===== src/rtl/wt_dcache_rd_arbiter_pkg.sv =====
// Shared types and sizing constants for the write-through dcache read-port arbiter.
package wt_dcache_rd_arbiter_pkg;

    localparam int unsigned DCACHE_CL_IDX_WIDTH = 8;
    localparam int unsigned DCACHE_OFFSET_WIDTH = 4;
    localparam int unsigned DCACHE_TAG_WIDTH    = 20;
    localparam int unsigned DCACHE_RD_MAX_STALL = 16;

    typedef struct packed {
        logic                           tag_only;
        logic [DCACHE_CL_IDX_WIDTH-1:0] idx;
        logic [DCACHE_OFFSET_WIDTH-1:0] off;
        logic [DCACHE_TAG_WIDTH-1:0]    tag;
    } rd_arb_req_t;

    typedef enum logic [1:0] {
        GNT_NONE,
        GNT_PROMO,
        GNT_HIGH,
        GNT_LOW
    } gnt_class_e;

endpackage


===== src/rtl/wt_dcache_rd_arbiter_if.sv =====
// Read-request / bank-select / response bundle between the read ports and the arbiter.
interface wt_dcache_rd_arbiter_if
    import wt_dcache_rd_arbiter_pkg::*;
#(
    parameter int unsigned NumPorts = 3,
    parameter int unsigned IdxWidth = DCACHE_CL_IDX_WIDTH,
    parameter int unsigned OffWidth = DCACHE_OFFSET_WIDTH,
    parameter int unsigned TagWidth = DCACHE_TAG_WIDTH
);

    logic [NumPorts-1:0]               rd_req_i;
    logic [NumPorts-1:0]               rd_prio_i;
    logic [NumPorts-1:0]               rd_tag_only_i;
    logic [NumPorts-1:0][IdxWidth-1:0] rd_idx_i;
    logic [NumPorts-1:0][OffWidth-1:0] rd_off_i;
    logic [NumPorts-1:0][TagWidth-1:0] rd_tag_i;
    logic                              wr_cl_vld_i;

    logic [NumPorts-1:0]               rd_ack_o;
    logic                              bank_req_o;
    logic [IdxWidth-1:0]               bank_idx_o;
    logic [OffWidth-1:0]               bank_off_o;
    logic                              bank_tag_only_o;
    logic                              rsp_vld_o;
    logic [NumPorts-1:0]               rsp_port_o;
    logic [TagWidth-1:0]               rsp_tag_o;
    logic [NumPorts-1:0]               starve_o;

    modport master (
        output rd_req_i, rd_prio_i, rd_tag_only_i, rd_idx_i, rd_off_i, rd_tag_i, wr_cl_vld_i,
        input  rd_ack_o, bank_req_o, bank_idx_o, bank_off_o, bank_tag_only_o,
               rsp_vld_o, rsp_port_o, rsp_tag_o, starve_o
    );

    modport slave (
        input  rd_req_i, rd_prio_i, rd_tag_only_i, rd_idx_i, rd_off_i, rd_tag_i, wr_cl_vld_i,
        output rd_ack_o, bank_req_o, bank_idx_o, bank_off_o, bank_tag_only_o,
               rsp_vld_o, rsp_port_o, rsp_tag_o, starve_o
    );

endinterface


===== src/rtl/wt_dcache_rd_arbiter_rr_pick.sv =====
// Round-robin picker: first requester at or after ptr_i, wrapping modulo NumPorts.
module wt_dcache_rr_pick #(
    parameter  int unsigned NumPorts = 3,
    localparam int unsigned PtrW     = $clog2(NumPorts)
) (
    input  logic [NumPorts-1:0] req_i,
    input  logic [PtrW-1:0]     ptr_i,
    output logic [NumPorts-1:0] gnt_o,
    output logic [PtrW-1:0]     idx_o,
    output logic                vld_o
);

    logic [PtrW:0]   sum;
    logic [PtrW-1:0] pos;

    always_comb begin
        gnt_o = '0;
        idx_o = '0;
        vld_o = 1'b0;
        sum   = '0;
        pos   = '0;
        for (int unsigned i = 0; i < NumPorts; i++) begin
            // One spare bit holds ptr+i before folding back into range.
            sum = {1'b0, ptr_i} + (PtrW+1)'(i);
            if (sum >= (PtrW+1)'(NumPorts)) begin
                sum = sum - (PtrW+1)'(NumPorts);
            end
            pos = sum[PtrW-1:0];
            if (!vld_o && req_i[pos]) begin
                vld_o      = 1'b1;
                gnt_o[pos] = 1'b1;
                idx_o      = pos;
            end
        end
    end

endmodule


===== src/rtl/wt_dcache_rd_arbiter.sv =====
// Dcache read-port arbiter: promoted > high-prio > low-prio, round-robin within each class,
// stall counters promote starved low-prio ports, winner registered for the response path.
module wt_dcache_rd_arbiter
    import wt_dcache_rd_arbiter_pkg::*;
#(
    parameter int unsigned NumPorts = 3,
    parameter int unsigned MaxStall = DCACHE_RD_MAX_STALL,
    parameter int unsigned IdxWidth = DCACHE_CL_IDX_WIDTH,
    parameter int unsigned OffWidth = DCACHE_OFFSET_WIDTH,
    parameter int unsigned TagWidth = DCACHE_TAG_WIDTH
) (
    input logic                  clk_i,
    input logic                  rst_ni,
    wt_dcache_rd_arbiter_if.slave bus
);

    localparam int unsigned PtrW = $clog2(NumPorts);
    localparam int unsigned CntW = $clog2(MaxStall + 1);

    logic [PtrW-1:0]     hi_ptr_q, hi_ptr_d, lo_ptr_q, lo_ptr_d;
    logic [CntW-1:0]     cnt_q [NumPorts];
    logic [CntW-1:0]     cnt_d [NumPorts];
    logic                rsp_vld_q, rsp_vld_d;
    logic [NumPorts-1:0] rsp_port_q, rsp_port_d;
    logic [TagWidth-1:0] rsp_tag_q, rsp_tag_d;

    logic [NumPorts-1:0] starve, promo_req, high_req, low_req, gnt;
    logic [NumPorts-1:0] promo_gnt, high_gnt, low_gnt;
    logic [PtrW-1:0]     promo_idx, high_idx, low_idx, win_idx, win_next;
    logic                promo_vld, high_vld, low_vld;
    gnt_class_e          gnt_class;

    logic [IdxWidth-1:0] bank_idx;
    logic [OffWidth-1:0] bank_off;
    logic [TagWidth-1:0] bank_tag;
    logic                bank_tag_only;

    // A port whose prio bit is high is never treated as promoted, even with a saturated count.
    always_comb begin
        starve = '0;
        for (int unsigned k = 0; k < NumPorts; k++) begin
            starve[k] = !bus.rd_prio_i[k] && (cnt_q[k] == CntW'(MaxStall));
        end
    end

    assign promo_req = bus.rd_req_i & starve;
    assign high_req  = bus.rd_req_i & bus.rd_prio_i;
    assign low_req   = bus.rd_req_i & ~bus.rd_prio_i;

    wt_dcache_rr_pick #(.NumPorts(NumPorts)) u_pick_promo (
        .req_i(promo_req), .ptr_i(lo_ptr_q), .gnt_o(promo_gnt), .idx_o(promo_idx), .vld_o(promo_vld)
    );
    wt_dcache_rr_pick #(.NumPorts(NumPorts)) u_pick_high (
        .req_i(high_req), .ptr_i(hi_ptr_q), .gnt_o(high_gnt), .idx_o(high_idx), .vld_o(high_vld)
    );
    wt_dcache_rr_pick #(.NumPorts(NumPorts)) u_pick_low (
        .req_i(low_req), .ptr_i(lo_ptr_q), .gnt_o(low_gnt), .idx_o(low_idx), .vld_o(low_vld)
    );

    always_comb begin
        gnt_class = GNT_NONE;
        gnt       = '0;
        win_idx   = '0;
        if (rst_ni && !bus.wr_cl_vld_i) begin
            if (promo_vld) begin
                gnt_class = GNT_PROMO;
                gnt       = promo_gnt;
                win_idx   = promo_idx;
            end else if (high_vld) begin
                gnt_class = GNT_HIGH;
                gnt       = high_gnt;
                win_idx   = high_idx;
            end else if (low_vld) begin
                gnt_class = GNT_LOW;
                gnt       = low_gnt;
                win_idx   = low_idx;
            end
        end
    end

    assign win_next = (win_idx == PtrW'(NumPorts - 1)) ? '0 : win_idx + 1'b1;

    always_comb begin
        hi_ptr_d = hi_ptr_q;
        lo_ptr_d = lo_ptr_q;
        case (gnt_class)
            GNT_PROMO, GNT_LOW: lo_ptr_d = win_next;
            GNT_HIGH:           hi_ptr_d = win_next;
            default:            ;
        endcase
    end

    always_comb begin
        for (int unsigned k = 0; k < NumPorts; k++) begin
            cnt_d[k] = cnt_q[k];
            if (bus.rd_prio_i[k] || !bus.rd_req_i[k] || gnt[k]) begin
                cnt_d[k] = '0;
            end else if (cnt_q[k] != CntW'(MaxStall)) begin
                cnt_d[k] = cnt_q[k] + 1'b1;
            end
        end
    end

    always_comb begin
        bank_idx      = '0;
        bank_off      = '0;
        bank_tag      = '0;
        bank_tag_only = 1'b0;
        for (int unsigned k = 0; k < NumPorts; k++) begin
            if (gnt[k]) begin
                bank_idx      = bus.rd_idx_i[k];
                bank_off      = bus.rd_off_i[k];
                bank_tag      = bus.rd_tag_i[k];
                bank_tag_only = bus.rd_tag_only_i[k];
            end
        end
    end

    assign rsp_vld_d  = |gnt;
    assign rsp_port_d = gnt;
    assign rsp_tag_d  = bank_tag;

    always_ff @(posedge clk_i or negedge rst_ni) begin
        if (!rst_ni) begin
            hi_ptr_q   <= '0;
            lo_ptr_q   <= '0;
            rsp_vld_q  <= 1'b0;
            rsp_port_q <= '0;
            rsp_tag_q  <= '0;
            for (int unsigned k = 0; k < NumPorts; k++) begin
                cnt_q[k] <= '0;
            end
        end else begin
            hi_ptr_q   <= hi_ptr_d;
            lo_ptr_q   <= lo_ptr_d;
            rsp_vld_q  <= rsp_vld_d;
            rsp_port_q <= rsp_port_d;
            rsp_tag_q  <= rsp_tag_d;
            for (int unsigned k = 0; k < NumPorts; k++) begin
                cnt_q[k] <= cnt_d[k];
            end
        end
    end

    assign bus.rd_ack_o        = gnt;
    assign bus.bank_req_o      = |gnt;
    assign bus.bank_idx_o      = bank_idx;
    assign bus.bank_off_o      = bank_off;
    assign bus.bank_tag_only_o = bank_tag_only;
    assign bus.rsp_vld_o       = rsp_vld_q;
    assign bus.rsp_port_o      = rsp_port_q;
    assign bus.rsp_tag_o       = rsp_tag_q;
    assign bus.starve_o        = starve;

endmodule


===== src/flat_wrapper.sv =====
// flat-port wrapper written by rule: the top's interface ports become plain ports
module wt_dcache_rd_arbiter_flat import wt_dcache_rd_arbiter_pkg::*;
#(
    parameter int unsigned NumPorts = 3,
    parameter int unsigned MaxStall = DCACHE_RD_MAX_STALL,
    parameter int unsigned IdxWidth = DCACHE_CL_IDX_WIDTH,
    parameter int unsigned OffWidth = DCACHE_OFFSET_WIDTH,
    parameter int unsigned TagWidth = DCACHE_TAG_WIDTH
)
  (clk_i, rst_ni, bus_rd_req_i, bus_rd_prio_i, bus_rd_tag_only_i, bus_rd_idx_i, bus_rd_off_i, bus_rd_tag_i, bus_wr_cl_vld_i, bus_rd_ack_o, bus_bank_req_o, bus_bank_idx_o, bus_bank_off_o, bus_bank_tag_only_o, bus_rsp_vld_o, bus_rsp_port_o, bus_rsp_tag_o, bus_starve_o);
  wt_dcache_rd_arbiter_if #(.NumPorts(NumPorts), .IdxWidth(IdxWidth), .OffWidth(OffWidth), .TagWidth(TagWidth)) bus_i ();
  input logic clk_i;
  input logic rst_ni;
  input wire logic [$bits(bus_i.rd_req_i)-1:0] bus_rd_req_i;
  input wire logic [$bits(bus_i.rd_prio_i)-1:0] bus_rd_prio_i;
  input wire logic [$bits(bus_i.rd_tag_only_i)-1:0] bus_rd_tag_only_i;
  input wire logic [$bits(bus_i.rd_idx_i)-1:0] bus_rd_idx_i;
  input wire logic [$bits(bus_i.rd_off_i)-1:0] bus_rd_off_i;
  input wire logic [$bits(bus_i.rd_tag_i)-1:0] bus_rd_tag_i;
  input wire logic [$bits(bus_i.wr_cl_vld_i)-1:0] bus_wr_cl_vld_i;
  output wire logic [$bits(bus_i.rd_ack_o)-1:0] bus_rd_ack_o;
  output wire logic [$bits(bus_i.bank_req_o)-1:0] bus_bank_req_o;
  output wire logic [$bits(bus_i.bank_idx_o)-1:0] bus_bank_idx_o;
  output wire logic [$bits(bus_i.bank_off_o)-1:0] bus_bank_off_o;
  output wire logic [$bits(bus_i.bank_tag_only_o)-1:0] bus_bank_tag_only_o;
  output wire logic [$bits(bus_i.rsp_vld_o)-1:0] bus_rsp_vld_o;
  output wire logic [$bits(bus_i.rsp_port_o)-1:0] bus_rsp_port_o;
  output wire logic [$bits(bus_i.rsp_tag_o)-1:0] bus_rsp_tag_o;
  output wire logic [$bits(bus_i.starve_o)-1:0] bus_starve_o;
  assign bus_i.rd_req_i = bus_rd_req_i;
  assign bus_i.rd_prio_i = bus_rd_prio_i;
  assign bus_i.rd_tag_only_i = bus_rd_tag_only_i;
  assign bus_i.rd_idx_i = bus_rd_idx_i;
  assign bus_i.rd_off_i = bus_rd_off_i;
  assign bus_i.rd_tag_i = bus_rd_tag_i;
  assign bus_i.wr_cl_vld_i = bus_wr_cl_vld_i;
  assign bus_rd_ack_o = bus_i.rd_ack_o;
  assign bus_bank_req_o = bus_i.bank_req_o;
  assign bus_bank_idx_o = bus_i.bank_idx_o;
  assign bus_bank_off_o = bus_i.bank_off_o;
  assign bus_bank_tag_only_o = bus_i.bank_tag_only_o;
  assign bus_rsp_vld_o = bus_i.rsp_vld_o;
  assign bus_rsp_port_o = bus_i.rsp_port_o;
  assign bus_rsp_tag_o = bus_i.rsp_tag_o;
  assign bus_starve_o = bus_i.starve_o;
  wt_dcache_rd_arbiter #(.NumPorts(NumPorts), .MaxStall(MaxStall), .IdxWidth(IdxWidth), .OffWidth(OffWidth), .TagWidth(TagWidth)) u_core (.clk_i(clk_i), .rst_ni(rst_ni), .bus(bus_i));
endmodule

===== config.mk =====
export PLATFORM = sky130hd
export DESIGN_NAME = wt_dcache_rd_arbiter_flat
export DESIGN_NICKNAME = d
export VERILOG_FILES = /design/src/rtl/wt_dcache_rd_arbiter_pkg.sv /design/src/rtl/wt_dcache_rd_arbiter_if.sv /design/src/rtl/wt_dcache_rd_arbiter_rr_pick.sv /design/src/rtl/wt_dcache_rd_arbiter.sv /design/src/flat_wrapper.sv
export SDC_FILE = /design/constraint.sdc
export NUM_CORES = 1
export LEC_CHECK = 0
export BUFFER_PORTS_ARGS = -buffer_cell sky130_fd_sc_hd__clkbuf_2
export CORE_MARGIN = 1.5
export CORE_UTILIZATION = 49
export CTS_CLUSTER_DIAMETER = 60
export DETAILED_ROUTE_END_ITERATION = 10
export PLACE_DENSITY = 0.82
export SLEW_MARGIN = 25
export SYNTH_ARGS = -nofsm -noshare
export SYNTH_HDL_FRONTEND = slang
export SYNTH_SLANG_ARGS = --single-unit

===== constraint.sdc =====
create_clock -name clk_i -period 3.9 [get_ports clk_i]
set_input_delay 0.39 -clock clk_i [delete_from_list [all_inputs] [get_ports clk_i]]
set_output_delay 0.39 -clock clk_i [all_outputs]
set_load 0.02 [all_outputs]

Word level (Yosys, flattened, before mapping)
Index checks and enable logic that the tools add are counted.
W data, S select, Z words.
- register bits after elaboration: 43
- word-level logic and storage cells: 194
- $add $sub $neg: 14
- $lt $le $gt $ge: 18
- eq/ne operators: 10
- muxes and demuxes: 94
- bitwise operators: 10
- reductions and logical operators: 40
- operators with widths (kind ; count):
    $mux W20 ; 3
    $mux W2 ; 24
    $mux W3 ; 13
    $mux W5 ; 6
    $mux W1 ; 27
    $mux W8 ; 3
    $bmux W1 S2 ; 9
    $lt A2 B3 Y1 const B ; 6
    $or A3 B3 Y3 ; 6
    $logic_and A1 B1 Y1 ; 16
    $add A5 B1 Y5 const B ; 3
    $eq A5 B5 Y1 const B ; 3
    $ne A5 B5 Y1 const B ; 3
    $logic_not A1 Y1 ; 13
    $demux W1 S2 ; 6
    $ge A2 B1 Y1 const B ; 6
    $ge A3 B2 Y1 const B ; 4
    $mux W4 ; 3
    $sub A2 B2 Y2 const B ; 6
    $and A3 B3 Y3 ; 3
    $add A2 B1 Y3 const B ; 2
    $add A2 B2 Y3 const B ; 2
    $eq A2 B2 Y1 const B ; 3
    $logic_or A1 B1 Y1 ; 6
    7 further kinds ; 10

Depth between registers and ports, before layout
Gate-level depths: netlist of run 1.
- word-level depth: 18
- depth in mapped cells: 14
- mapped depth without buffers: 11

By module
Synthesis of run 1 repeated with hierarchy kept, for this count alone.
- cells, all modules: 409
- area, all modules: 3515.9 um^2
- by module, submodules not included (module ; times used ; cells an instance ; area an instance (um^2) ; sequential area each (um^2)):
    wt_dcache_rd_arbiter ; 1 ; 262 ; 2538.7 ; 1076.0
    wt_dcache_rr_pick (u_core.u_pick_high ...) ; 2 ; 53 ; 347.8 ; 0.0
    wt_dcache_rr_pick (u_core.u_pick_promo) ; 1 ; 41 ; 281.5 ; 0.0

Worst setup path after synthesis of run 1
No wires, ideal clock.
- kind: reg2out
- start point: reg u_core.hi_ptr_q[0]
- end point: out bus_bank_req_o
- arrival: 2.703 ns
- data required time: 3.510 ns
- setup slack: 0.807 ns
- cell stages (with the launch flop): 11
- cells stage by stage: dfrtp_1 > inv_1 > ha_1 > clkbuf_1 > nand4b_1 > o311ai_1 > mux2_2 > mux2_1 > a21oi_1 > a21oi_2 > or3_1
- longest elaborated chain between the ends: 15
- ends and longest elaborated chain (what ; line ; RTL):
    start, declared ; wt_dcache_rd_arbiter.sv:20 ; logic [PtrW-1:0] hi_ptr_q, hi_ptr_d, lo_ptr_q, lo_ptr_d;
    start signal, assigned ; wt_dcache_rd_arbiter.sv:134 ; hi_ptr_q <= hi_ptr_d;
    $add A2 B1 Y3, or another cell as far along ; wt_dcache_rd_arbiter_rr_pick.sv:24 ; sum = {1'b0, ptr_i} + (PtrW+1)'(i);
    $ge A3 B2 Y1, or another cell as far along ; wt_dcache_rd_arbiter_rr_pick.sv:25 ; if (sum >= (PtrW+1)'(NumPorts)) begin
    $mux W2, or another cell as far along ; wt_dcache_rd_arbiter_rr_pick.sv:25 ;
    $lt A2 B3 Y1 (implied by the code), or another cell as far along ; wt_dcache_rd_arbiter_rr_pick.sv:31 ; gnt_o[pos] = 1'b1;
    $logic_and A1 B1 Y1 (implied by the code), or another cell as far along ; wt_dcache_rd_arbiter_rr_pick.sv:31 ;
    $mux W1 (implied by the code), or another cell as far along ; wt_dcache_rd_arbiter_rr_pick.sv:31 ;
    $demux W1 S2, or another cell as far along ; wt_dcache_rd_arbiter_rr_pick.sv:31 ;
    $or A3 B3 Y3 (no line) or $mux W1 (tied branches) ; - ;
    $mux W3 or $logic_not A1 Y1 (tied branches) ; wt_dcache_rd_arbiter_rr_pick.sv:29 ; if (!vld_o && req_i[pos]) begin
    $or A3 B3 Y3 (no line) or $logic_and A1 B1 Y1 (tied branches) ; - ;
    $mux W3 or $mux W1 (tied branches) ; wt_dcache_rd_arbiter_rr_pick.sv:29 ;
    $mux W3 * ; wt_dcache_rd_arbiter.sv:69 ; end else if (high_vld) begin
    $mux W3 * ; wt_dcache_rd_arbiter.sv:65 ; if (promo_vld) begin
    $mux W3 * ; wt_dcache_rd_arbiter.sv:64 ; if (rst_ni && !bus.wr_cl_vld_i) begin
    net bus_rd_ack_o[0] ; flat_wrapper.sv:21 ; output wire logic [$bits(bus_i.rd_ack_o)-1:0] bus_rd_ack_o;
    $reduce_or A3 Y1 * ; wt_dcache_rd_arbiter.sv:146 ; assign bus.bank_req_o = |gnt;
    end, declared ; flat_wrapper.sv:22 ; output wire logic [$bits(bus_i.bank_req_o)-1:0] bus_bank_req_o;
Mark *: on every way through the listed nets, which the timed path passes. The rest lies on a longest branch. The select of a mux whose other input is x is not followed.

Final worst setup path of run 1
- start point: reg u_core.lo_ptr_q[1]
- end point: out bus_bank_idx_o[2]
- longest elaborated chain between the ends: 18
- ends and longest elaborated chain (what ; line ; RTL):
    start, declared ; wt_dcache_rd_arbiter.sv:20 ;
    start signal, assigned ; wt_dcache_rd_arbiter.sv:135 ; lo_ptr_q <= lo_ptr_d;
    $add A2 B1 Y3, or another cell as far along ; wt_dcache_rd_arbiter_rr_pick.sv:24 ;
    $ge A3 B2 Y1, or another cell as far along ; wt_dcache_rd_arbiter_rr_pick.sv:25 ;
    $mux W2, or another cell as far along ; wt_dcache_rd_arbiter_rr_pick.sv:25 ;
    $lt A2 B3 Y1 (implied by the code), or another cell as far along ; wt_dcache_rd_arbiter_rr_pick.sv:31 ;
    $logic_and A1 B1 Y1 (implied by the code), or another cell as far along ; wt_dcache_rd_arbiter_rr_pick.sv:31 ;
    $mux W1 (implied by the code), or another cell as far along ; wt_dcache_rd_arbiter_rr_pick.sv:31 ;
    $demux W1 S2, or another cell as far along ; wt_dcache_rd_arbiter_rr_pick.sv:31 ;
    $or A3 B3 Y3 (no line) or $mux W1 (tied branches) ; - ;
    $mux W3 or $logic_not A1 Y1 (tied branches) ; wt_dcache_rd_arbiter_rr_pick.sv:29 ;
    $or A3 B3 Y3 (no line) or $logic_and A1 B1 Y1 (tied branches) ; - ;
    $mux W3 or $mux W1 (tied branches) ; wt_dcache_rd_arbiter_rr_pick.sv:29 ;
    $mux W3 ; wt_dcache_rd_arbiter.sv:73 ; end else if (low_vld) begin
    $mux W3 ; wt_dcache_rd_arbiter.sv:69 ;
    $mux W3 * ; wt_dcache_rd_arbiter.sv:65 ;
    $mux W3 * ; wt_dcache_rd_arbiter.sv:64 ;
    $mux W8 (2 in series) ; wt_dcache_rd_arbiter.sv:110 ; if (gnt[k]) begin
    $mux W8 * ; wt_dcache_rd_arbiter.sv:110 ;
    end, declared ; flat_wrapper.sv:23 ; output wire logic [$bits(bus_i.bank_idx_o)-1:0] bus_bank_idx_o;
Every way passes the cells marked *; elsewhere a longest branch is shown, timed or not. The select of a mux whose other input is x is not followed.

==> run summary, run 1 <==
Combinational Power Share = 63.8%
RSZ-0062 raised after global routing = yes
htree depth = 2
Hold Fails Final Rpt = 0
drt drc = 0
vias in the first global route = 3574
Worst Tran Pin Value = 773 ps
Buffers on Ports = 151
Slew Limit Fails = 0
PD cells = 581 nW/um^2
CP Capture Type = output pin
Setup Skew = 10.4 ps
sequential area share after synthesis = 29.7%
Worst-Skew Late Latency = 310 ps
ys async rst share = 100%
residual overflow from global routing = 0
P&R area growth vs syn = 28.0%
share of layout cells above drive strength 1 = 40.0%
clk root buf = clkbuf_8
Die ar. = 7920 sq um
initial antenna violation count = 0
total internal power = 1.41 mW
Tot Pwr = 2.70 mW
all-layer global routing usage = 26.7%
Starting Density = 50.2%
antenna diode count = 0
Post-Synthesis Cells = 434
Core Area = 7210 sq um
Vias = 3864
syn nets = 556
first-pass GRT wire length = 16.7 mm
ys flop type = dfrtp_1
DR WL/cell = 15.6 um
critical path fanouts, max = 23
Synth Warn # = 0
final net count = 701
Num CTS Buffers = 5
number of flops mapped to enable cells by yosys = 0
final setup violation count = 0
most frequent cells in the layout = clkbuf_2, nand2_1, inv_1
hold_sp = bus_rd_tag_i[40]
commonest non-fill, non-tap cell in the layout = clkbuf_2
origin of the worst setup path = u_core.lo_ptr_q[1]$_DFFE_PN0P_
Syn Area/Cell = 8.35 sq um
Hold Crit Class = input pin to flip-flop
GPL Wtd Cong = 0.954
clk slew on worst S/H paths = 90 ps
Final Cycle Share = 96.0%
Fmax = 267 MHz
peak supply drop = 0.272 mV
Final Critical Period = 3750 ps
startpoint types = flip-flop
largest net degree at the start of global routing = 39
CTS tree = built
die span in x = 89.0 um
drt first-iter violations = 202
Final Non-Filler Cells = 679
HPWL after DPL = 8.20 mm
clock sinks = 43
Detailed Route WL = 10.6 mm
Reg-to-Reg Start = u_core.lo_ptr_q[1]$_DFFE_PN0P_
Slew headroom = 48.4%
Worst EP required = 3510 ps
Filler Cell Count = 647
Post-Synthesis Cell Area = 3620 sq um
flops & latches, synth = 43
switching part of the total = 47.7%
row count = 31
register share of total power = 23.1%
clock network fraction of design power = 13.1%
critical path arrival = 3360 ps
chip height = 89.0 um
Net Switching = 1.29 mW
status = finished clean
DP Cell Count = 669
Bufs on Longest Clock Path = 2
Yosys cell types = 66
vias per cell = 5.69
max-capacitance violation count = 0
CP Class = flip-flop to output pin
1st-pass router iterations = 5
Leak = 2.36 nW
Routed Antenna Nets = 0
I/O pins = 152
state kept, by name, indices dropped and copies added, names as in the netlist:
register	cells
u_core.bus.rsp_tag_o	20
u_core.bus.rsp_port_o	3
u_core.lo_ptr_q	2
u_core.cnt_q	15
u_core.bus.rsp_vld_o	1
u_core.hi_ptr_q	2
cell type report:
cell class / count / area (sq um) / area share [%]
Multi-Input combinational cell: 314 / 2260 / 48.7
Sequential cell: 43 / 1080 / 23.2
Timing Repair Buffer: 164 / 868 / 18.7
Inverter: 51 / 199 / 4.29
Tap cell: 99 / 124 / 2.67
Clock buffer: 5 / 68.8 / 1.48
Clock inverter: 3 / 43.8 / 0.944
synth_stat cells, types with 3 or more instances:
master,number,area [sq um]
nor3_1,15,75.1
or3_1,3,18.8
o21ai_1,4,20.0
buf_2,13,65.1
clkbuf_1,5,18.8
xnor2_1,3,26.3
xor2_1,6,52.6
o211ai_1,7,52.6
a221oi_1,3,26.3
buf_6,4,45.0
nor2b_1,4,25.0
mux2_2,5,56.3
nor3_2,3,30.0
o21a_1,3,22.5
ha_1,14,175
a21oi_1,15,75.1
inv_1,50,188
buf_4,3,22.5
o211ai_2,30,375
nand2_1,55,206
nand3_1,48,240
nand4bb_1,4,45.0
nand2b_1,8,50.1
a41oi_1,3,26.3
dfrtp_1,43,1080
nor2_1,23,86.3
o21ai_0,7,35.0
layer usage:
| metal | share of wire (%) | GRT usage (%) | vias to the layer above |
|---|---|---|---|
| met1 | 40 | 33.6 | 1846 |
| li1 | - | - | 1821 |
| met4 | 3.1 | 9.09 | 0 |
| met3 | 5.7 | 3.60 | 30 |
| met2 | 51 | 47.3 | 167 |
| met5 | 0 | 0 | - |
power groups by stage:
stage | Clock (mW) | Combinational (mW) | Sequential [mW]
5_1_grt | 0.375 | 1.85 | 0.636
3_5_place_dp | 0 | 1.64 | 0.630
2_1_floorplan | 0 | 1.07 | 0.752
4_1_cts | 0.359 | 1.66 | 0.621
6_report | 0.354 | 1.72 | 0.623
3_3_place_gp | 0 | 1.62 | 0.625
critical path, stage by stage, from the launching register on:
cell and delay [ps]:
dfrtp_1 430, inv_1 100, ha_2 260, or3b_1 490, nor3_2 240, nor3_2 110
nand2_1 90, o21ai_1 60, a2111o_2 600, buf_4 260, nand3_1 130, o211ai_2 100
clkbuf_2 170
cells by family (layout without fill, tap and decap cells):
group           after synthesis  after routing  share of synthesized area (%)
flops                        43             43                           29.7
buf+inv                      77            223                           9.63
compound gates              103            103                           25.3
fa+ha+maj                    15             15                           5.11
xor+xnor                      9              9                           2.17
simple gates                180            180                           25.9
mux                           7              7                           2.17
worst paths after layout:
| kind | to | slack [ps] | cells past startpoint |
|---|---|---|---|
| worst max-delay path | bus_bank_idx_o[2] | 150 | 12 |
| worst min-delay path | u_core.bus.rsp_tag_o[0]$_DFF_PN0_ | 290 | 3 |
| worst max register to register | u_core.bus.rsp_tag_o[18]$_DFF_PN0_ | 710 | 11 |
| worst min register to register | u_core.cnt_q[1]$_DFFE_PN0P_ | 570 | 2 |
| max in group asynchronous | u_core.bus.rsp_tag_o[14]$_DFF_PN0_ | 2670 | 3 |
| min in group asynchronous | u_core.hi_ptr_q[1]$_DFFE_PN0N_ | 480 | 2 |
metrics by stage:
| step | util, % | setup slack, ps | cell area, sq um | hold slack, ps | TNS [ps] |
|---|---|---|---|---|---|
| floorplan | - | 807 | 3620 | 94.4 | 0 |
| global placement | 61.6 | 254 | 4440 | 253 | 0 |
| detailed placement | 61.6 | 188 | 4440 | 255 | 0 |
| CTS | 63.6 | 28.7 | 4590 | 285 | 0 |
| global route | 64.3 | -7.58 | 4640 | 291 | -11.2 |
| finish | 64.3 | 155 | 4640 | 288 | 0 |
repair_timing:
action                                  4_1_cts  5_1_grt
pin swaps                                     1        1
buffers inserted                              1        0
hold buffers                                  1        0
endpoints found under the setup margin       14       15
gates resized for setup                       4       13
endpoints found under the hold margin         5        0
(Power assumes the default switching activity.)
==> inputs of run 2 (changes only) <==
--- a/config.mk
+++ b/config.mk
@@ -5,13 +5,15 @@
 export SDC_FILE = /design/constraint.sdc
 export NUM_CORES = 1
 export LEC_CHECK = 0
+export ABC_AREA = 1
 export BUFFER_PORTS_ARGS = -buffer_cell sky130_fd_sc_hd__clkbuf_2
 export CORE_MARGIN = 1.5
-export CORE_UTILIZATION = 49
+export CORE_UTILIZATION = 50
 export CTS_CLUSTER_DIAMETER = 60
 export DETAILED_ROUTE_END_ITERATION = 10
-export PLACE_DENSITY = 0.82
+export PLACE_DENSITY = 0.81
 export SLEW_MARGIN = 25
 export SYNTH_ARGS = -nofsm -noshare
 export SYNTH_HDL_FRONTEND = slang
+export SYNTH_HIERARCHICAL = 1
 export SYNTH_SLANG_ARGS = --single-unit
==> run summary, run 2 <==
startpoint types = flip-flop
top post-synthesis cells by area = dfrtp_1, nand3_1, nand2_1, inv_1, ha_1
Commonest cells post-synth = nand2_1, nand3_1, inv_1, dfrtp_1, nor2_1
Worst Tran Pin Value = 707 ps (-66.2 ps)
CP dominant cell by count = nand2_1
Hold Crit Class = input pin to asynchronous set/reset pin
critical path fanouts, max = 33 (+43%)
DR WL/cell = 13.0 um (-17%)
antenna diode count = 0 (unchanged)
number of flip-flops in the largest register = 20 (unchanged)
commonest non-fill, non-tap cell in the layout = nand2_1
final net count = 900 (+28%)
Min Hold Slack = 199 ps (-88.9 ps)
Bufs on Longest Clock Path = 2 (unchanged)
CTS tree = built
CP Capture Type = output pin
ys async rst share = 100% (unchanged)
CP Class = flip-flop to output pin
sequential area share after synthesis = 26.9% (-2.8 points)
Die ar. = 8530 sq um (+7.7%)
Worst setup endpoint = bus_bank_idx_o[7]
Worst-Skew Late Latency = 300 ps (about the same)
row count = 32 (+3.2%)
number of flops mapped to enable cells by yosys = 0 (unchanged)
flops & latches, synth = 43 (unchanged)
Num CTS Buffers = 5 (unchanged)
Slew Limit Fails = 0 (unchanged)
P&R area growth vs syn = 23.2%
clk slew on worst S/H paths = 80 ps (about the same)
Fmax = 275 MHz (+2.9%)
DP Cell Count = 867 (+30%)
crit path max-delay cell type = dfrtp_1
residual overflow from global routing = 0 (unchanged)
final instance area = 4920 sq um (+6.1%)
Post-Synthesis Cell Area = 4000 sq um (+10%)
largest net degree at the start of global routing = 44 (+13%)
Worst path depth = 18 (+6)
Routed Antenna Nets = 0 (unchanged)
clock sinks = 43 (unchanged)
Vias = 4572 (+18%)
HPWL after DPL = 8.68 mm (+5.8%)
Detailed Route WL = 11.4 mm (+7.8%)
max-capacitance violation count = 0 (unchanged)
worst reg2reg setup slack = 890 ps (+180 ps)
peak supply drop = 0.359 mV (+32%)
GPL Wtd Cong = 0.928 (-2.7%)
status = finished clean
Synth Warn # = 6 (+6)
drt drc = 0 (unchanged)
clk root buf = clkbuf_8
Final Non-Filler Cells = 877 (+29%)
first-pass GRT wire length = 18.7 mm (+12%)
Starting Density = 51.7% (+1.5 points)
Yosys cell types = 29 (-56%)
CP Cell Sequence = inv_1 > ha_1 > nand3_1 > nor3_2 > inv_1 > o21ai_1 > nand2_4 > inv_2 > nand2_1 > nand2_1 > inv_1 > nand2_1 > nand2_1 > nand3_4 > buf_4 > nand4_1 > nand3_1 > clkbuf_2
1st-pass router iterations = 5 (unchanged)
ys flop type = dfrtp_1
most frequent cell after synthesis = nand2_1
most frequent cells in the layout = nand2_1, nand3_1, clkbuf_2
CP delay by family, top = simple AND/OR/NAND/NOR gates
Final Critical Period = 3640 ps (-105 ps)
die span in x = 92.4 um (+3.8%)
share of the synthesized area in the top cell type = 26.9% (-2.8 points)
Worst EP required = 3510 ps (about the same)
vias in the first global route = 4223 (+18%)
dpl cell area = 4790 sq um (+7.7%)
PD cells = 665 nW/um^2 (+14%)
Max stage delay on crit path = 420 ps (-180 ps)
Syn Area/Cell = 6.37 sq um (-24%)
critical path arrival = 3250 ps (-110 ps)
Reg-to-Reg Start = u_core/cnt_q[0]$_DFFE_PN0P_
Worst Reg-to-Reg Cells = 16 (+5)
final setup violation count = 0 (unchanged)
Slew headroom = 52.8% (+4.5 points)
Core Util, Final = 63.7% (-0.63 points)
all-layer global routing usage = 26.7% (about the same)
vias per cell = 5.21 (-8.4%)
share of layout cells above drive strength 1 = 28.3% (-12 points)
worst path bufs/invs = 6 (+3)
Hold Fails Final Rpt = 0 (unchanged)
Final Cycle Share = 93.3% (-2.7 points)
origin of the worst setup path = u_core/cnt_q[0]$_DFFE_PN0P_
htree depth = 2 (unchanged)
Buffers on Ports = 151 (unchanged)
Setup TNS Final = 0 ps (unchanged)
initial antenna violation count = 0 (unchanged)
r2r endpoint = u_core/bus.rsp_tag_o[2]$_DFF_PN0_
chip height = 92.4 um (+3.8%)
Post-Synthesis Cells = 627 (+44%)
Synth area leader = dfrtp_1
Leak = 3.07 nW (+30%)
Core Area = 7730 sq um (+7.1%)
syn nets = 753 (+35%)
I/O pins = 152 (unchanged)
Setup Skew = 7.16 ps (-3.25 ps)
drt first-iter violations = 266 (+32%)
==> run 2: cell count changes after synthesis, sizes merged, moves of 14 or more <==
cell and delta:
nand2 +149, nor3 -15, o211ai -37, nand3 +110, inv +53, a21oi -14
==> run 2: report_power, final <==
group	internal (mW)	total [mW]	switching (mW)	leakage, nW
logic	0.724	2.35	1.62	2.42
clock network	0.191	0.351	0.160	0.0581
registers	0.526	0.576	0.0507	0.586
==> run 2: worst min path at each step <==
| stage | start | end | cells past startpoint |
|---|---|---|---|
| 6_report | rst_ni | u_core/cnt_q[4]$_DFFE_PN0P_ | 2 |
| 4_1_cts | rst_ni | u_core/bus.rsp_port_o[2]$_DFF_PN0_ | 2 |
| 3_3_place_gp | u_core/cnt_q[10]$_DFFE_PN0P_ | u_core/cnt_q[10]$_DFFE_PN0P_ | 1 |
| 2_1_floorplan | rst_ni | u_core/bus.rsp_port_o[0]$_DFF_PN0_ | 0 |
| 3_5_place_dp | u_core/cnt_q[10]$_DFFE_PN0P_ | u_core/cnt_q[10]$_DFFE_PN0P_ | 1 |
| 5_1_grt | rst_ni | u_core/cnt_q[13]$_DFFE_PN0P_ | 2 |
==> run 2: layer usage <==
| layer | part of all wire (%) | track usage [%] |
|---|---|---|
| met2 | 51 | 48.1 |
| met1 | 40 | 33.1 |
| met5 | 0 | 0 |
| met4 | 1.6 | 8.08 |
| met3 | 7.3 | 3.28 |
==> run 2: per-stage QoR <==
step                      power (mW)  worst slack, ps
after floorplan                 2.39              972
after global placement          2.79              514
after detailed placement        2.86              329
after CTS                       3.23              157
after global routing            3.56            -23.1
final                           3.27              259
==> run 2: repair_timing <==
action,CTS,global route
gates resized for setup,1,1
endpoints found under the setup margin,1,14
setup buffers,0,2
pin swaps,0,1
hold buffers,0,0
==> run 2: layout make-up <==
type | count | area [sq um]
repair buffers | 164 | 866
clock buffers | 5 | 68.8
clock inverters | 3 | 43.8
flip-flops and latches | 43 | 1080
inverters | 106 | 403
well taps | 102 | 128
multi-input cells | 454 | 2340
fillers | 732 | 2810
==> run 2: logic make-up after synthesis <==
logic type	Yosys count	share of synthesized area [%]
XOR/XNOR	9	1.97
flip-flops	43	26.9
buffers and inverters	130	14.8
AND/OR/NAND/NOR	414	47.6
AO/OA/AOI/OAI	13	3.04
adder cells (fa/ha/maj)	18	5.64
==> run 2: worst register-to-register path, stage by stage, from the launching register on <==
cell and delay [ps]:
dfrtp_1 420, inv_1 90, ha_1 150, nand3_1 170
nor3_2 280, inv_1 160, o21ai_1 230, nand2_4 100
nand2_2 90, or2_4 180, nand2_1 100, nand3_1 110
nand2_2 160, inv_4 280, buf_4 260, nand2_1 80
nand2_1 80
